## src/rtl/counter_capture_pkg.sv

```systemverilog
// counter_capture_pkg
// Shared constants for the counter_capture debug stage: default sizing,
// the state encoding and the FSM state type.
// No ports (package).
package counter_capture_pkg;

  localparam int DEF_DATA_W    = 4;
  localparam int DEF_DEPTH     = 16;
  localparam int DEF_POST_TRIG = 8;

  localparam logic [1:0] ST_IDLE  = 2'd0;
  localparam logic [1:0] ST_ARMED = 2'd1;
  localparam logic [1:0] ST_POST  = 2'd2;
  localparam logic [1:0] ST_DONE  = 2'd3;

  typedef enum logic [1:0] {
    S_IDLE  = ST_IDLE,
    S_ARMED = ST_ARMED,
    S_POST  = ST_POST,
    S_DONE  = ST_DONE
  } state_t;

endpackage

```

## src/rtl/counter_capture_if.sv

```systemverilog
// counter_capture_if
// Registered read port of the capture buffer.
//   rd_en    request a read (master -> slave)
//   rd_addr  readout index, 0 = oldest sample (master -> slave)
//   rd_data  registered read data, valid the cycle after rd_en (slave -> master)
interface counter_capture_if #(
  parameter int DATA_W = 4,
  parameter int AW     = 4
) ();

  logic              rd_en;
  logic [AW-1:0]     rd_addr;
  logic [DATA_W-1:0] rd_data;

  modport master (output rd_en, output rd_addr, input rd_data);
  modport slave  (input rd_en, input rd_addr, output rd_data);

endinterface

```

## src/rtl/counter_capture_ram.sv

```systemverilog
// capture_ram
// Simple dual-port sample store: one write port, one registered read port.
// The array has no reset so it maps onto distributed or block RAM; only the
// read output register is reset.
//   clk, rst_n      clock, async active-low reset (read register only)
//   we/waddr/wdata  write port
//   re/raddr        read request and address
//   rdata           registered read data, holds when re=0
module capture_ram #(
  parameter int DATA_W = 4,
  parameter int DEPTH  = 16,
  parameter int AW     = $clog2(DEPTH)
) (
  input  logic              clk,
  input  logic              rst_n,
  input  logic              we,
  input  logic [AW-1:0]     waddr,
  input  logic [DATA_W-1:0] wdata,
  input  logic              re,
  input  logic [AW-1:0]     raddr,
  output logic [DATA_W-1:0] rdata
);

  logic [DATA_W-1:0] mem [DEPTH];

  always_ff @(posedge clk) begin
    if (we) mem[waddr] <= wdata;
  end

  always_ff @(posedge clk or negedge rst_n) begin
    if (!rst_n)  rdata <= '0;
    else if (re) rdata <= mem[raddr];
  end

endmodule

```

## src/rtl/counter_capture.sv

```systemverilog
// counter_capture
// Debug capture stage behind the free-running counter. Samples din into a
// ring buffer while armed, triggers on a masked compare once enough
// pre-trigger history exists, stores POST_TRIG samples from the trigger
// onward, then freezes for readout.
//   clk, rst_n             clock, async active-low reset
//   din                    sampled value
//   arm                    start/restart pulse (honoured in IDLE and DONE)
//   trig_value, trig_mask  masked trigger compare
//   force_trig             immediate trigger in ARMED (only with
//                          CAPTURE_FORCE_TRIG_EN defined)
//   rd                     read port (counter_capture_if.slave)
//   armed, triggered, done status decoded from the state register
//   trig_pos               readout index of the trigger sample
//
// state | meaning
// IDLE  | no capture, waiting for arm
// ARMED | writing pre-trigger history, watching for trigger
// POST  | writing post-trigger samples
// DONE  | buffer frozen, readout allowed
module counter_capture
  import counter_capture_pkg::*;
#(
  parameter  int DATA_W    = DEF_DATA_W,
  parameter  int DEPTH     = DEF_DEPTH,
  parameter  int POST_TRIG = DEF_POST_TRIG,
  localparam int AW        = $clog2(DEPTH)
) (
  input  logic              clk,
  input  logic              rst_n,
  input  logic [DATA_W-1:0] din,
  input  logic              arm,
  input  logic [DATA_W-1:0] trig_value,
  input  logic [DATA_W-1:0] trig_mask,
`ifdef CAPTURE_FORCE_TRIG_EN
  input  logic              force_trig,
`endif
  counter_capture_if.slave  rd,
  output logic              armed,
  output logic              triggered,
  output logic              done,
  output logic [AW-1:0]     trig_pos
);

  localparam int PRE = DEPTH - POST_TRIG;

  state_t        state, state_nxt;
  logic [AW-1:0] wr_ptr;
  logic [AW:0]   fill_cnt;
  logic [AW:0]   post_cnt;
  logic          we, clr, hit, eligible, trig_go, re;

  assign hit      = ((din ^ trig_value) & trig_mask) == '0;
  // fill_cnt is the count before this cycle's write
  assign eligible = fill_cnt >= (AW+1)'(PRE);
`ifdef CAPTURE_FORCE_TRIG_EN
  assign trig_go  = (hit && eligible) || force_trig;
`else
  assign trig_go  = hit && eligible;
`endif

  always_comb begin
    state_nxt = state;
    we        = 1'b0;
    clr       = 1'b0;
    case (state)
      S_IDLE: begin
        if (arm) begin
          state_nxt = S_ARMED;
          clr       = 1'b1;
        end
      end
      S_ARMED: begin
        we = 1'b1;
        if (trig_go) state_nxt = (POST_TRIG == 1) ? S_DONE : S_POST;
      end
      S_POST: begin
        we = 1'b1;
        // this cycle writes sample number post_cnt+1
        if (post_cnt == (AW+1)'(POST_TRIG - 1)) state_nxt = S_DONE;
      end
      S_DONE: begin
        if (arm) begin
          state_nxt = S_ARMED;
          clr       = 1'b1;
        end
      end
      default: state_nxt = S_IDLE;
    endcase
  end

  always_ff @(posedge clk or negedge rst_n) begin
    if (!rst_n) begin
      state    <= S_IDLE;
      wr_ptr   <= '0;
      fill_cnt <= '0;
      post_cnt <= '0;
    end else begin
      state <= state_nxt;
      if (clr) begin
        wr_ptr   <= '0;
        fill_cnt <= '0;
        post_cnt <= '0;
      end else if (we) begin
        wr_ptr <= wr_ptr + 1'b1;
        if (fill_cnt != (AW+1)'(DEPTH)) fill_cnt <= fill_cnt + 1'b1;
        if (state == S_ARMED) post_cnt <= trig_go ? (AW+1)'(1) : '0;
        else                  post_cnt <= post_cnt + 1'b1;
      end
    end
  end

  // arm wins over a simultaneous read in DONE
  assign re = (state == S_DONE) && rd.rd_en && !arm;

  capture_ram #(
    .DATA_W (DATA_W),
    .DEPTH  (DEPTH),
    .AW     (AW)
  ) u_ram (
    .clk   (clk),
    .rst_n (rst_n),
    .we    (we),
    .waddr (wr_ptr),
    .wdata (din),
    .re    (re),
    .raddr (wr_ptr + rd.rd_addr),
    .rdata (rd.rd_data)
  );

  assign armed     = (state == S_ARMED) || (state == S_POST);
  assign triggered = (state == S_POST)  || (state == S_DONE);
  assign done      = (state == S_DONE);
  assign trig_pos  = AW'(PRE);

endmodule
```

## src/flat_wrapper.sv

```systemverilog
// flat-port wrapper written by rule: the top's interface ports become plain ports
module counter_capture_flat import counter_capture_pkg::*;
#(
  parameter  int DATA_W    = DEF_DATA_W,
  parameter  int DEPTH     = DEF_DEPTH,
  parameter  int POST_TRIG = DEF_POST_TRIG,
  localparam int AW        = $clog2(DEPTH)
)
  (clk, rst_n, din, arm, trig_value, trig_mask, armed, triggered, done, trig_pos, rd_rd_en, rd_rd_addr, rd_rd_data);
  counter_capture_if #(.DATA_W(DATA_W)) rd_i ();
  input  logic clk;
  input  logic rst_n;
  input  logic [DATA_W-1:0] din;
  input  logic arm;
  input  logic [DATA_W-1:0] trig_value;
  input  logic [DATA_W-1:0] trig_mask;
  output logic armed;
  output logic triggered;
  output logic done;
  output logic [AW-1:0] trig_pos;
  input wire logic [$bits(rd_i.rd_en)-1:0] rd_rd_en;
  input wire logic [$bits(rd_i.rd_addr)-1:0] rd_rd_addr;
  output wire logic [$bits(rd_i.rd_data)-1:0] rd_rd_data;
  assign rd_i.rd_en = rd_rd_en;
  assign rd_i.rd_addr = rd_rd_addr;
  assign rd_rd_data = rd_i.rd_data;
  counter_capture #(.DATA_W(DATA_W), .DEPTH(DEPTH), .POST_TRIG(POST_TRIG)) u_core (.clk(clk), .rst_n(rst_n), .din(din), .arm(arm), .trig_value(trig_value), .trig_mask(trig_mask), .rd(rd_i), .armed(armed), .triggered(triggered), .done(done), .trig_pos(trig_pos));
endmodule
```

## config.mk

```make
export PLATFORM = sky130hd
export DESIGN_NAME = counter_capture_flat
export DESIGN_NICKNAME = d
export VERILOG_FILES = /design/src/rtl/counter_capture_pkg.sv /design/src/rtl/counter_capture_if.sv /design/src/rtl/counter_capture_ram.sv /design/src/rtl/counter_capture.sv /design/src/flat_wrapper.sv
export SDC_FILE = /design/constraint.sdc
export NUM_CORES = 1
export LEC_CHECK = 0
export ABC_AREA = 1
export CELL_PAD_IN_SITES_DETAIL_PLACEMENT = 1
export CELL_PAD_IN_SITES_GLOBAL_PLACEMENT = 1
export CORE_MARGIN = 8
export CORE_UTILIZATION = 49
export DETAILED_ROUTE_END_ITERATION = 16
export PLACE_DENSITY = 0.92
export SYNTH_ARGS = -nofsm -noshare
export SYNTH_HDL_FRONTEND = slang
export SYNTH_HIERARCHICAL = 1
export SYNTH_SLANG_ARGS = --single-unit
```

## constraint.sdc

```tcl
create_clock -name clk -period 5.5 [get_ports clk]
set_clock_uncertainty 0.15 [all_clocks]
set_input_delay 1.1 -clock clk [delete_from_list [all_inputs] [get_ports clk]]
set_output_delay 1.1 -clock clk [all_outputs]
set_load 0.02 [all_outputs]
```

After elaboration in Yosys (flattened, before gate mapping)

Memories as Yosys holds them, arrays and structs flattened. A register that Yosys moved wholly into a read port is not among the register bits.
Cells that the tools add are included.

Register bits: 16
Word-level logic and storage cells: 53
RAM bits: 64
Bits of input ports: 20
Output and inout port bits: 11
Memories kept: 1

Equality and inequality tests: 8
$add $sub $neg: 4
Reductions and logical operators: 15
Order comparisons: 1
Bitwise gates (word level): 2
Mux-type cells: 18

Memory list:

| name             | words | bits a word | rd ports | clocked after memory_dff | write ports | RTL line                  | RTL |
|---|---|---|---|---|---|---|---|
| u_core.u_ram.mem | 16    | 4           | 1        | 1                        | 1           | counter_capture_ram.sv:24 | `logic [DATA_W-1:0] mem [DEPTH];` |

Operator list:

| cell                                                                                | count |
|---|---|
| 5-bit two-way mux                                                                   | 6 |
| 5-bit by 1-bit adder with 5-bit output, second input constant                       | 2 |
| 4-bit two-way mux                                                                   | 2 |
| 1-bit two-way mux                                                                   | 6 |
| 2-bit two-way mux                                                                   | 3 |
| 2-bit by 1-bit inequality test with 1-bit output, second input constant             | 3 |
| 2-bit one-hot mux with 3 select lines                                               | 1 |
| 5-bit by 3-bit equality test with 1-bit output, second input constant               | 1 |
| 5-bit by 4-bit greater-or-equal comparator with 1-bit output, second input constant | 1 |
| 5-bit inequality test, second input constant                                        | 1 |
| 4-bit by 1-bit adder with 4-bit output, second input constant                       | 1 |
| 4-bit adder                                                                         | 1 |
| 4-bit AND                                                                           | 1 |
| 2-bit equality test, second input constant                                          | 2 |
| 4-bit zero test                                                                     | 1 |
| 2-bit nonzero test                                                                  | 2 |
| 2-bit OR reduction                                                                  | 2 |
| 4-bit XOR                                                                           | 1 |
| 1-bit logical AND                                                                   | 3 |
| 3-bit AND reduction                                                                 | 1 |
| 2-bit by 1-bit equality test with 1-bit output, second input constant               | 1 |
| 1-bit zero test                                                                     | 2 |
| 2-bit zero test                                                                     | 1 |
| 1-bit logical OR                                                                    | 2 |
| 2-bit AND reduction                                                                 | 1 |

Logic depth before layout (Yosys ltp)

Gate-level depths: netlist (run 1).

Word-level depth: 8
Gate-level depth with buffers: 14
Depth with buffers taken out: 12

Hierarchy

Netlist (run 1), hierarchy kept.

By module, submodules not included:

| module          | area each (um^2) | sequential area each (um^2) | times used | cells each |
|---|---|---|---|---|
| capture_ram     | 2872.8           | 2021.9                      | 1          | 255 |
| counter_capture | 1096.1           | 400.4                       | 1          | 139 |

Worst setup path after synthesis (run 1)

Ideal clock, no wire load.

Path kind: input-to-reg
Start: input port rd_rd_addr[0]
End: register u_core.u_ram.rdata[0] (read register of u_core.u_ram.mem)
Data arrival time: 2.509 ns
Slack: 2.725 ns
Stages on the path: 14
Path buffers: 2
Setup time: 0.116 ns
Cells stage by stage: ha_1 -> inv_1 -> fa_1 -> inv_1 -> buf_4 -> inv_2 -> buf_6 -> nand3_1 -> nand3_1 -> nand2_1 -> nand2_1 -> nand2_1 -> nand2_1 -> nand2_1

Word-level cells in the longest chain between the ends: 1

Ends and longest elaborated chain:

| what               | RTL line                  | RTL |
|---|---|---|
| start: declaration | flat_wrapper.sv:22        | `input wire logic [$bits(rd_i.rd_addr)-1:0] rd_rd_addr;` |
| 4-bit adder        | counter_capture.sv:127    | `.raddr (wr_ptr + rd.rd_addr),` |
| end: declaration   | counter_capture_ram.sv:21 | `output logic [DATA_W-1:0] rdata` |

No other way between the ends.
A chain may end at the register's enable or synchronous reset.

Final worst setup path (run 1)

Same ends and word-level chain as after synthesis.

==> qor.csv, run 1 <==
stage,metric,value,unit
outcome,status,finished clean,
finish,Antenna Cells,0,
routing,DR DRC count,0,
timing,worst slew pin tran,0.929,ns
grt,first-pass GRT wire length,16.5,mm
synth,Yosys reg bits,84,
clocking,Post-CTS Hold Buffers,0,
placement,Final Wtd Congestion,0.795,
synth,"Cell Area, Synth",3970,µm²
synth,synthesized instance count,394,
floorplanning,Core Rows,33,
clocking,total setup buffers inserted after CTS,0,
clocking,Root Driver,clkbuf_8,
routing,1st-pass router iterations,5,
critical_path,critical path peak fanout,9,
critical_path,"slowest stage delay, CP",0.61,ns
power_and_ir_drop,Leak,1.81,nW
clocking,buffer depth of the longest clock path,2,
synth,Yosys warning total,6,
grt,GRT Total Usage,0.188,
timing,RSZ-0062 raised after global routing,false,
worst_hold_path,HP Class,flip-flop to flip-flop,
placement,dpl hpwl,7.23,mm
synth,Post-synth EDFFs,64,
synth,"Avg Cell Area, Syn",10.1,µm²
grt,gr ovfl total,0,
floorplanning,die width,106,µm
finish,Area Growth Syn to Fin,11.9,%
routing,WL final,10.1,mm
floorplanning,DIE AREA,11200,µm²
finish,"commonest cells after routing, fill and taps aside","128 x nand2_1, 64 x edfxtp_1, 59 x nand3_1, 30 x nor2_1",
routing,average wire per standard cell,19.1,µm
grt,number of global-route vias before repair,3181,
finish,end-of-flow core utilization,0.552,
critical_path,Critical-path top delay cell,xnor2_1,
synth,Synth Flop Type,edfxtp_1,
clocking,Inserted Clock Buffers,9,
timing,Slew headroom,0.379,
timing,Final WS setup,1.93,ns
floorplanning,Initial Util,0.493,
critical_path,CP Launch Type,input port,
critical_path,CP arrival,3.67,ns
power_and_ir_drop,power per cell area,558,nW/µm²
run,max_cap viols,0,
critical_path,CP most frequent cell,nand2_1,
routing,post-route ant nets,0,
grt,largest net degree at the start of global routing,33,
floorplanning,core area,8050,µm²
routing,detailed-route via count,2911,
critical_path,crit path cell chain,clkdlybuf4s50_1 > ha_1 > inv_1 > fa_1 > xnor2_1 > inv_1 > nand3_1 > nand2_1 > nand2_1 > nand2_1 > nand2_1 > nand2_1,
timing,setup_tns,0,ns
timing,Final Hold Fails,0,
clocking,Clock Pin Slew Worst Setup and Hold Paths,0.08,ns
synth,Unique masters post-synth,29,
finish,"most common cell after layout, fill and taps aside",nand2_1,
grt,initial antenna violation count,0,
timing,post-layout min period,3.57,ns
timing,crit share post-route,0.649,
synth,sequential fraction of the synthesis area,0.610,
synth,post-synthesis async set-or-reset flop share,0.238,
floorplanning,height of the die,106,µm
power_and_ir_drop,Peak VDD IR,0.000193,V
finish,final layout net count,451,
finish,layout cells sized above 1,0.0591,
critical_path,CP required,5.60,ns
critical_path,Buf/Inv on CP,3,
placement,DP Worst Slack,1.57,ns
critical_path,critical path class,input port to flip-flop,
routing,1st-iter DRT viols,186,
power_and_ir_drop,overall power,2.48,mW
routing,Via density,5.51,
timing,final slew viol count,0,
clocking,worst skew pair latency,0.36,ns
clocking,Clock Sinks,84,
timing,Final Setup Violations,0,
clocking,clock tree from TritonCTS,done,
placement,Port-buffer cells,26,
clocking,CTS H-Tree Depth,3,
critical_path,CP Capture Type,flip-flop,
critical_path,CP top delay family,buffers and inverters,
floorplanning,Ports,31,
finish,fillers,894,
timing,max frequency,0.280,GHz
clocking,CTS resizes,0,
## cell usage after synthesis (4+ instances only)
library cell / number / area [µm²]
o21ai_1: 4 / 20.0
edfxtp_1: 64 / 1920
ha_1: 11 / 138
nor2_1: 30 / 113
nand3_1: 59 / 295
nand2_1: 128 / 480
buf_4: 5 / 37.5
buf_6: 7 / 78.8
a21oi_1: 5 / 25.0
inv_1: 26 / 97.6
dfrtp_1: 20 / 500
o21ai_0: 6 / 30.0
## worst paths after layout
| path | from | endpoint | slack, ns | cells after the start |
|---|---|---|---|---|
| setup reg to reg | u_core/wr_ptr[0]$_DFFE_PN0P_ | u_core/u_ram/rdata[0]$_DFFE_PN0P_ | 2.59 | 11 |
| setup / recovery | rd_rd_addr[0] | u_core/u_ram/rdata[0]$_DFFE_PN0P_ | 1.93 | 12 |
| hold / removal | u_core/u_ram/rdata[0]$_DFFE_PN0P_ | u_core/u_ram/rdata[0]$_DFFE_PN0P_ | 0.35 | 2 |
| max in group asynchronous | rst_n | u_core/u_ram/rdata[2]$_DFFE_PN0P_ | 3.53 | 1 |
| min in group asynchronous | rst_n | u_core/state[1]$_DFFE_PN0P_ | 1.11 | 1 |
| hold reg to reg | u_core/u_ram/rdata[0]$_DFFE_PN0P_ | u_core/u_ram/rdata[0]$_DFFE_PN0P_ | 0.35 | 2 |
## per-stage QoR
stage               std cells  cell area (µm²)  hold WS (ns)
global placement          513             4230         0.353
global route              528             4440         0.395
floorplan                 396             3980         0.340
detailed placement        513             4230         0.341
finish                    528             4440         0.353
CTS                       528             4440         0.363
## worst register-to-register path, stage by stage (launching register included)
cell     delay [ns]
dfrtp_1        0.51
ha_1           0.26
inv_1          0.07
fa_1           0.38
xnor2_1        0.61
inv_1          0.33
nand3_1        0.21
nand2_1        0.07
nand2_1        0.06
nand2_1        0.06
nand2_1        0.05
nand2_1        0.04
## kinds of logic after synthesis
logic type	Yosys count	synth area share
AOI/OAI and AO/OA	19	0.0265
xor gates and xnor gates	5	0.0110
adders and majority gates	12	0.0397
buffers and inverters	45	0.0665
DFF	84	0.610
other	2	0.00189
and+or+nand+nor	227	0.244
## power breakdown
| part | internal, mW | switching, mW | leakage [nW] |
|---|---|---|---|
| Combinational | 0.351 | 0.759 | 0.858 |
| Clock | 0.255 | 0.226 | 0.110 |
| Sequential | 0.801 | 0.0860 | 0.839 |
## routing by layer
| metal | wire [µm] | track usage |
|---|---|---|
| met1 | 4040 | 0.217 |
| met2 | 5300 | 0.325 |
| met3 | 481 | 0.0405 |
| met4 | 246 | 0.0894 |
| met5 | 0 | 0 |
## flip-flops by register name (all words and copies together) (netlist names)
name and flops:
u_core/fill_cnt 5, u_core/post_cnt 5, u_core/u_ram/mem 64, u_core/state 2
u_core/u_ram/rdata 4, u_core/wr_ptr 4
## layout make-up
class / count / area [µm²] / area share
Clock inverter: 6 / 87.6 / 0.0197
Clock buffer: 9 / 124 / 0.0279
Multi-Input combinational cell: 267 / 1290 / 0.291
Timing Repair Buffer: 27 / 268 / 0.0603
Inverter: 30 / 118 / 0.0265
Tap cell: 105 / 131 / 0.0296
Sequential cell: 84 / 2420 / 0.546
Power figures use the tool's default switching activity.
==> run 2, diff against run 1 <==
CORE_UTILIZATION = 41   (was 49)
PLACE_DENSITY = 0.83   (was 0.92)
clock period = 3 ns   (was 5.5 ns; I/O delays follow)
==> run 2 against run 1 <==
- flip-flop and latch count unchanged
- sequential share of layout area down 1.4 points
- worst setup slack worse by 1.6 ns
- sequential power up 83%
- count of clock-buffer cells in the layout up 4
- clock power up 81%
- worst hold slack worse by 0.0063 ns
- non-clock buffer count up 9
- final area up 2.6%
==> qor.csv, run 2 (synthesized netlist as in run 1, its figures left out) <==
stage,metric,value,unit
outcome,status,finished clean,
placement,post-placement cell count,550,
critical_path,r2r startpoint,u_core/wr_ptr[0]$_DFFE_PN0P_,
critical_path,CP arrival,1.93,ns
timing,Final Hold Fails,0,
finish,"most common cell after layout, fill and taps aside",nand2_1,
clocking,Clock Pin Slew Worst Setup and Hold Paths,0.09,ns
clocking,total setup buffers inserted after CTS,0,
finish,"commonest cells after routing, fill and taps aside","128 x nand2_1, 64 x edfxtp_1, 59 x nand3_1, 30 x nor2_1",
placement,Port-buffer cells,26,
critical_path,CP Launch Type,flip-flop,
grt,initial antenna violation count,0,
routing,DR DRC count,0,
critical_path,CP required,2.25,ns
timing,setup_tns,0,ns
grt,first-pass GRT wire length,17.1,mm
timing,final slew viol count,0,
routing,detailed-route via count,2895,
clocking,Inserted Clock Buffers,9,
grt,largest net degree at the start of global routing,33,
floorplanning,core area,9590,µm²
critical_path,critical path class,flip-flop to output pin,
clocking,Root Driver,clkbuf_8,
routing,1st-pass router iterations,4,
floorplanning,Ports,31,
timing,crit share post-route,0.894,
floorplanning,Core Rows,36,
routing,average wire per standard cell,18.9,µm
floorplanning,height of the die,114,µm
clocking,Clock Sinks,84,
finish,fillers,1114,
floorplanning,die width,114,µm
timing,Final Setup Violations,0,
worst_hold_path,hold wc startpoint,u_core/u_ram/rdata[3]$_DFFE_PN0P_,
timing,max frequency,0.373,GHz
clocking,buffer depth of the longest clock path,2,
routing,1st-iter DRT viols,151,
critical_path,crit path cell chain,inv_1 > ha_1 > or2_2 > clkdlybuf4s50_1,
finish,Antenna Cells,0,
critical_path,"slowest stage delay, CP",0.56,ns
clocking,CTS resizes,0,
timing,post-layout min period,2.68,ns
finish,multi-input logic area,1290,µm²
clocking,CTS H-Tree Depth,3,
clocking,Post-CTS Hold Buffers,0,
grt,gr ovfl total,0,
floorplanning,DIE AREA,13100,µm²
finish,max reg flops,64,
finish,layout cells sized above 1,0.0785,
worst_hold_path,HP Class,flip-flop to flip-flop,
critical_path,CP Capture Type,output pin,
routing,Via density,5.11,
power_and_ir_drop,power per cell area,1020,nW/µm²
run,max_cap viols,0,
placement,dpl hpwl,7.67,mm
critical_path,Crit. Startpoint,u_core/state[0]$_DFFE_PN0P_,
critical_path,critical path peak fanout,5,
grt,GRT Total Usage,0.174,
clocking,worst skew pair latency,0.36,ns
placement,Final Wtd Congestion,0.856,
finish,Biggest register,u_core/u_ram/mem,
finish,Area Growth Syn to Fin,14.8,%
finish,FF+latch area,2420,µm²
critical_path,Critical-path top delay cell,clkdlybuf4s50_1,
power_and_ir_drop,Peak VDD IR,0.000700,V
finish,fin cells,566,
routing,post-route ant nets,0,
grt,number of global-route vias before repair,3214,
clocking,clock tree from TritonCTS,done,
power_and_ir_drop,Leak,1.86,nW
routing,WL final,10.7,mm
finish,final layout net count,460,
floorplanning,Initial Util,0.414,
finish,Largest regs,"u_core/u_ram/mem: 64 flops, u_core/fill_cnt: 5 flops, u_core/post_cnt: 5 flops",
timing,RSZ-0062 raised after global routing,false,
==> run 2: final timing paths <==
kind / end / slack, ns / depth (start not counted)
worst max register to register: u_core/u_ram/rdata[0]$_DFFE_PN0P_ / 0.50 / 12
max in group asynchronous: u_core/fill_cnt[2]$_DFFE_PN0P_ / 2.04 / 2
worst max-delay path: triggered / 0.32 / 4
worst min-delay path: u_core/u_ram/rdata[3]$_DFFE_PN0P_ / 0.35 / 2
min in group asynchronous: u_core/u_ram/rdata[1]$_DFFE_PN0P_ / 0.43 / 2
worst min register to register: u_core/u_ram/rdata[3]$_DFFE_PN0P_ / 0.35 / 2
==> run 2: through the flow <==
stage / area (µm²) / util / worst slack [ns] / hold slack (ns) / total power [mW]
floorplan: 3980 / - / 0.725 / 0.154 / 3.13
global placement: 4340 / 0.453 / 0.129 / 0.322 / 3.67
detailed placement: 4340 / 0.453 / 0.0574 / 0.326 / 3.80
CTS: 4560 / 0.475 / 0.297 / 0.356 / 4.68
global route: 4560 / 0.475 / 0.239 / 0.387 / 4.98
finish: 4560 / 0.475 / 0.318 / 0.347 / 4.66
==> run 2: area by class of cell <==
type | count | share of cell area
clock buffer | 13 | 0.0371
timing repair buffer | 36 | 0.0764
multi-input combinational | 267 | 0.283
clock inverter | 3 | 0.00934
tap | 133 | 0.0365
inverter | 30 | 0.0258
sequential | 84 | 0.532
==> run 2: per-layer routing <==
layer / vias to the layer above / track usage / wire (µm)
met5: - / 0 / 0
met1: 1442 / 0.194 / 4320
met3: 13 / 0.0269 / 452
met2: 61 / 0.323 / 5730
li1: 1379 / - / -
met4: 0 / 0.0630 / 197
==> run 2: worst max-delay path, delay by kind of cell (launching register included) <==
kind          cells  cell delay (ns)
flops             1             0.43
fa+ha+maj         1             0.21
buf+inv           2             0.63
simple gates      1             0.30
==> run 2: report_power, final <==
| group | total (mW) | switching, mW | internal, mW |
|---|---|---|---|
| clock network | 0.870 | 0.415 | 0.455 |
| logic | 2.17 | 1.44 | 0.729 |
| registers | 1.62 | 0.154 | 1.47 |
| total | 4.66 | 2.01 | 2.65 |
==> run 3, diff against run 2 <==
CORE_UTILIZATION = 50   (was 41)
DONT_BUFFER_PORTS = 1   (was default)
PLACE_DENSITY = 0.87   (was 0.83)
clock period = 3.3 ns   (was 3 ns; I/O delays follow)
==> run 3 against run 2 <==
- worst hold slack got worse by 0.10 ns
- largest power group unchanged
- total power is 15% lower
- first-iteration DRC count down 1.3%
- wire length fell by 11%
==> qor.csv, run 3 (synthesized netlist as in run 1, its figures left out) <==
stage,metric,value,unit
grt,number of global-route vias before repair,3110,
finish,"commonest cells after routing, fill and taps aside","128 x nand2_1, 64 x edfxtp_1, 59 x nand3_1, 30 x nor2_1, 26 x inv_1",
clocking,CTS H-Tree Depth,3,
routing,detailed-route via count,2771,
finish,final layout net count,428,
routing,WL final,9.51,mm
critical_path,CP most frequent cell,nand2_1,
floorplanning,core area,7730,µm²
finish,"most common cell after layout, fill and taps aside",nand2_1,
floorplanning,Initial Util,0.514,
power_and_ir_drop,Leak,1.70,nW
timing,Slew headroom,0.379,
critical_path,CP arrival,2.62,ns
power_and_ir_drop,power per cell area,942,nW/µm²
critical_path,r2r startpoint,u_core/wr_ptr[0]$_DFFE_PN0P_,
power_and_ir_drop,overall power,3.94,mW
finish,layout cells sized above 1,0.0673,
timing,Final Setup Violations,0,
power_and_ir_drop,Peak VDD IR,0.000356,V
clocking,CTS resizes,0,
grt,first-pass GRT wire length,15.6,mm
floorplanning,Core Rows,32,
timing,WHS,0.244,ns
finish,Largest regs,"u_core/u_ram/mem: 64 flops, u_core/fill_cnt: 5 flops, u_core/post_cnt: 5 flops",
routing,post-route ant nets,0,
clocking,Inserted Clock Buffers,9,
grt,GRT Total Usage,0.183,
grt,largest net degree at the start of global routing,33,
finish,max reg flops,64,
timing,crit share post-route,0.765,
critical_path,CP required,3.40,ns
timing,max frequency,0.396,GHz
clocking,Clock Pin Slew Worst Setup and Hold Paths,0.09,ns
routing,1st-pass router iterations,4,
outcome,status,finished clean,
worst_hold_path,HP Class,input port to flip-flop,
placement,DP Worst Slack,0.806,ns
critical_path,"slowest stage delay, CP",0.52,ns
timing,setup_tns,0,ns
floorplanning,DIE AREA,11000,µm²
finish,fin cells,503,
floorplanning,die width,105,µm
timing,post-layout min period,2.52,ns
timing,Final Hold Fails,0,
timing,RSZ-0062 raised after global routing,false,
worst_hold_path,hold wc startpoint,din[0],
critical_path,critical path peak fanout,16,
clocking,clock tree from TritonCTS,done,
placement,Port-buffer cells,0,
placement,Final Wtd Congestion,0.855,
placement,dpl hpwl,6.67,mm
timing,Final WS setup,0.776,ns
routing,Via density,5.51,
critical_path,Crit. Startpoint,u_core/wr_ptr[0]$_DFFE_PN0P_,
critical_path,CP Capture Type,flip-flop,
clocking,worst skew pair latency,0.36,ns
finish,Area Growth Syn to Fin,5.52,%
finish,Biggest register,u_core/u_ram/mem,
finish,fillers,872,
routing,average wire per standard cell,18.9,µm
run,max_cap viols,0,
timing,worst slew pin tran,0.929,ns
critical_path,critical path class,flip-flop to flip-flop,
finish,Antenna Cells,0,
timing,final slew viol count,0,
clocking,Root Driver,clkbuf_8,
critical_path,Critical-path top delay cell,dfrtp_1,
critical_path,crit path cell chain,ha_1 > inv_1 > fa_1 > inv_1 > inv_2 > nand3_1 > nand3_1 > nand2_1 > nand2_1 > nand2_1 > nand2_1 > nand2_1,
placement,post-placement cell count,486,
clocking,Clock Sinks,84,
routing,1st-iter DRT viols,149,
clocking,buffer depth of the longest clock path,2,
floorplanning,Ports,31,
floorplanning,height of the die,105,µm
grt,initial antenna violation count,0,
grt,gr ovfl total,0,
critical_path,CP Launch Type,flip-flop,
routing,DR DRC count,0,
==> run 3: changes by cell type in the layout (fill, tap and decap cells not counted), sizes merged <==
cell           previous run  this run
clkdlybuf4s50            26         0
clkinv                    0         1
dlygate4sd3               0         1
buf                      10         3
clkinvlp                  0         3
clkbuf                   13         9
==> run 3: where the power goes <==
part / internal [mW] / switching [mW] / leakage (nW)
Combinational: 0.512 / 1.19 / 0.772
Sequential: 1.33 / 0.172 / 0.839
Clock: 0.352 / 0.380 / 0.0899
==> run 3: cell type report <==
type | count | area [µm²] | share of cell area
sequential | 84 | 2420 | 0.578
multi-input combinational | 267 | 1290 | 0.308
tap | 102 | 128 | 0.0305
clock buffer | 9 | 124 | 0.0296
inverter | 30 | 118 | 0.0281
clock inverter | 7 | 73.8 | 0.0176
timing repair buffer | 4 | 32.5 | 0.00777
==> run 3: final timing paths <==
check	end	slack, ns	cells after the start
worst min register to register	u_core/post_cnt[1]$_DFFE_PN0P_	0.39	1
worst min-delay path	u_core/u_ram/mem[4][0]$_DFFE_PP_	0.24	0
max in group asynchronous	u_core/u_ram/rdata[2]$_DFFE_PN0P_	1.69	1
worst max-delay path	u_core/u_ram/rdata[1]$_DFFE_PN0P_	0.78	12
worst max register to register	u_core/u_ram/rdata[1]$_DFFE_PN0P_	0.78	12
min in group asynchronous	u_core/post_cnt[0]$_DFFE_PN0P_	0.73	1
==> run 3: worst max-delay path, delay by kind of cell (launching register included) <==
kind,cells,cell delay [ns]
adder cells (fa/ha/maj),2,0.72
buffers and inverters,3,0.39
flip-flops,1,0.52
AND/OR/NAND/NOR,7,0.60
==> run 3: repair_timing <==
item | in CTS | in global routing
buffers inserted | 0 | 0
hold buffers | 1 | 0
endpoints found under the hold margin | 20 | 0
==> run 3: per-stage QoR <==
stage | util | area, µm²
6_report | 0.542 | 4190
5_1_grt | 0.542 | 4190
4_1_cts | 0.542 | 4190
3_5_place_dp | 0.515 | 3980
3_3_place_gp | 0.515 | 3980
2_1_floorplan | - | 3980
==> run 3: routing by layer <==
layer / vias up / global-route usage / part of all wire
met5: - / 0 / 0
met3: 15 / 0.0455 / 0.050
met1: 1381 / 0.209 / 0.42
li1: 1314 / - / -
met4: 0 / 0.0917 / 0.025
met2: 61 / 0.311 / 0.51
==> RTL change, RTL diff (settings of run 2) <==
`DEF_DATA_W`: 4 -> 6.
--- a/src/rtl/counter_capture_pkg.sv
+++ b/src/rtl/counter_capture_pkg.sv
@@ -5,5 +5,5 @@
 package counter_capture_pkg;
 
-  localparam int DEF_DATA_W    = 4;
+  localparam int DEF_DATA_W    = 6;
   localparam int DEF_DEPTH     = 16;
   localparam int DEF_POST_TRIG = 8;
Interface: changed (resized din, rd_rd_data, trig_mask and trig_value); port bits go from 31 to 39. The function was not compared with the original's and may differ.
==> RTL change against run 2 <==
- sequential share of layout area fell by 0.84 points
- critical path depth did not move
- power rose by 56%
- sequential cell count rose by 34
- area after synthesis rose by 35%
- via count rose by 38%
- cell area rose by 44%
- worst setup slack got worse by 19 ps
- wire length rose by 40%
- non-clock buffer count rose by 13
- worst hold slack got worse by 4.8 ps
==> RTL change: results (changes against run 2) <==
post-synthesis adder-cell area fraction=2.941% (-1.0 points); final-layout fill cell count=1410 (+27%); Distinct cells, synth=35 (+21%); compound-gate portion of the synthesized area=2.054% (-0.59 points); Synth top cells by count=nand2_1, edfxtp_1, nand3_1, inv_1, nor2_1; Overall Global Routing Usage=19.32% (+1.9 points); Clock Pin Slew Worst Setup and Hold Paths=60 ps (-30 ps); Via density=5.241 (+2.5%); first-pass GRT wire length=24.07 mm (+41%); clock root buffer=clkbuf_16; status=complete, no violations; HP Start=u_core/u_ram/rdata[5]$_DFFE_PN0P_; HPWL Detailed=10.36 mm (+35%); Mapped Cells=526 (+34%); H-tree depth=4 (+1); number of global-route vias before repair=4488 (+40%); placed insts=728 (+32%); Total Nets Final=613 (+33%); ys async rst share=18.64% (-5.2 points); port bufs=34 (+31%); Post-Synth XOR/XNOR Area=0.8170% (-0.29 points); Top Registers=u_core/u_ram/mem: 96 flops, u_core/u_ram/rdata: 6 flops; wire per inst=19.77 µm (+4.6%); crit path DAT=1950 ps (+20 ps); worst hold endpoint=u_core/u_ram/rdata[5]$_DFFE_PN0P_; area of the multi-input gates=1663 µm² (+29%); highest clock rate=0.3702 GHz (-0.72%)
[RTL change: cell count changes after synthesis, moves of 3 or more]
cell,change
a21oi_1,-3
edfxtp_1,+32
nor2_1,-5
nand2_1,+56
clkbuf_1,+4
inv_1,+7
buf_2,+6
nand3_1,+27
buf_4,+3
buf_6,-7
[RTL change: what timing repair did]
item,CTS,global route
hold buffers,0,0
setup endpoints to repair,0,1
gates resized for setup,0,1
[RTL change: logic make-up after synthesis]
family | Yosys count
AND/OR/NAND/NOR | 310
adder cells (fa/ha/maj) | 12
XOR/XNOR | 5
other | 2
buffers and inverters | 61
AO/OA/AOI/OAI | 18
flip-flops | 118
[RTL change: final cells by class]
class	count	share of cell area, %
Timing Repair Buffer	49	7.515
Multi-Input combinational cell	349	25.35
Inverter	40	2.327
Sequential cell	118	52.34
Clock inverter	15	2.708
Tap cell	172	3.281
Clock buffer	17	6.485
[RTL change: layer usage]
| layer | wire (µm) | GRT usage [%] | up-vias |
|---|---|---|---|
| li1 | - | - | 1864 |
| met5 | 0 | 0 | - |
| met1 | 5896 | 21.25 | 1981 |
| met2 | 8140 | 34.64 | 105 |
| met4 | 469 | 9.791 | 0 |
| met3 | 522 | 4.039 | 33 |
[RTL change: report_power, final]
| group | switching, mW | leakage [nW] | internal, mW | total, mW |
|---|---|---|---|---|
| clock network | 0.755 | 0.285 | 1.31 | 2.06 |
| logic | 2.00 | 1.25 | 0.984 | 2.99 |
| registers | 0.178 | 1.15 | 2.06 | 2.23 |
| total | 2.94 | 2.69 | 4.35 | 7.28 |
[RTL change: worst max-delay path: stages (launching register included)]
cell	delay [ps]
dfrtp_1	430
inv_1	70
ha_1	220
or2_2	270
clkdlybuf4s50_1	550
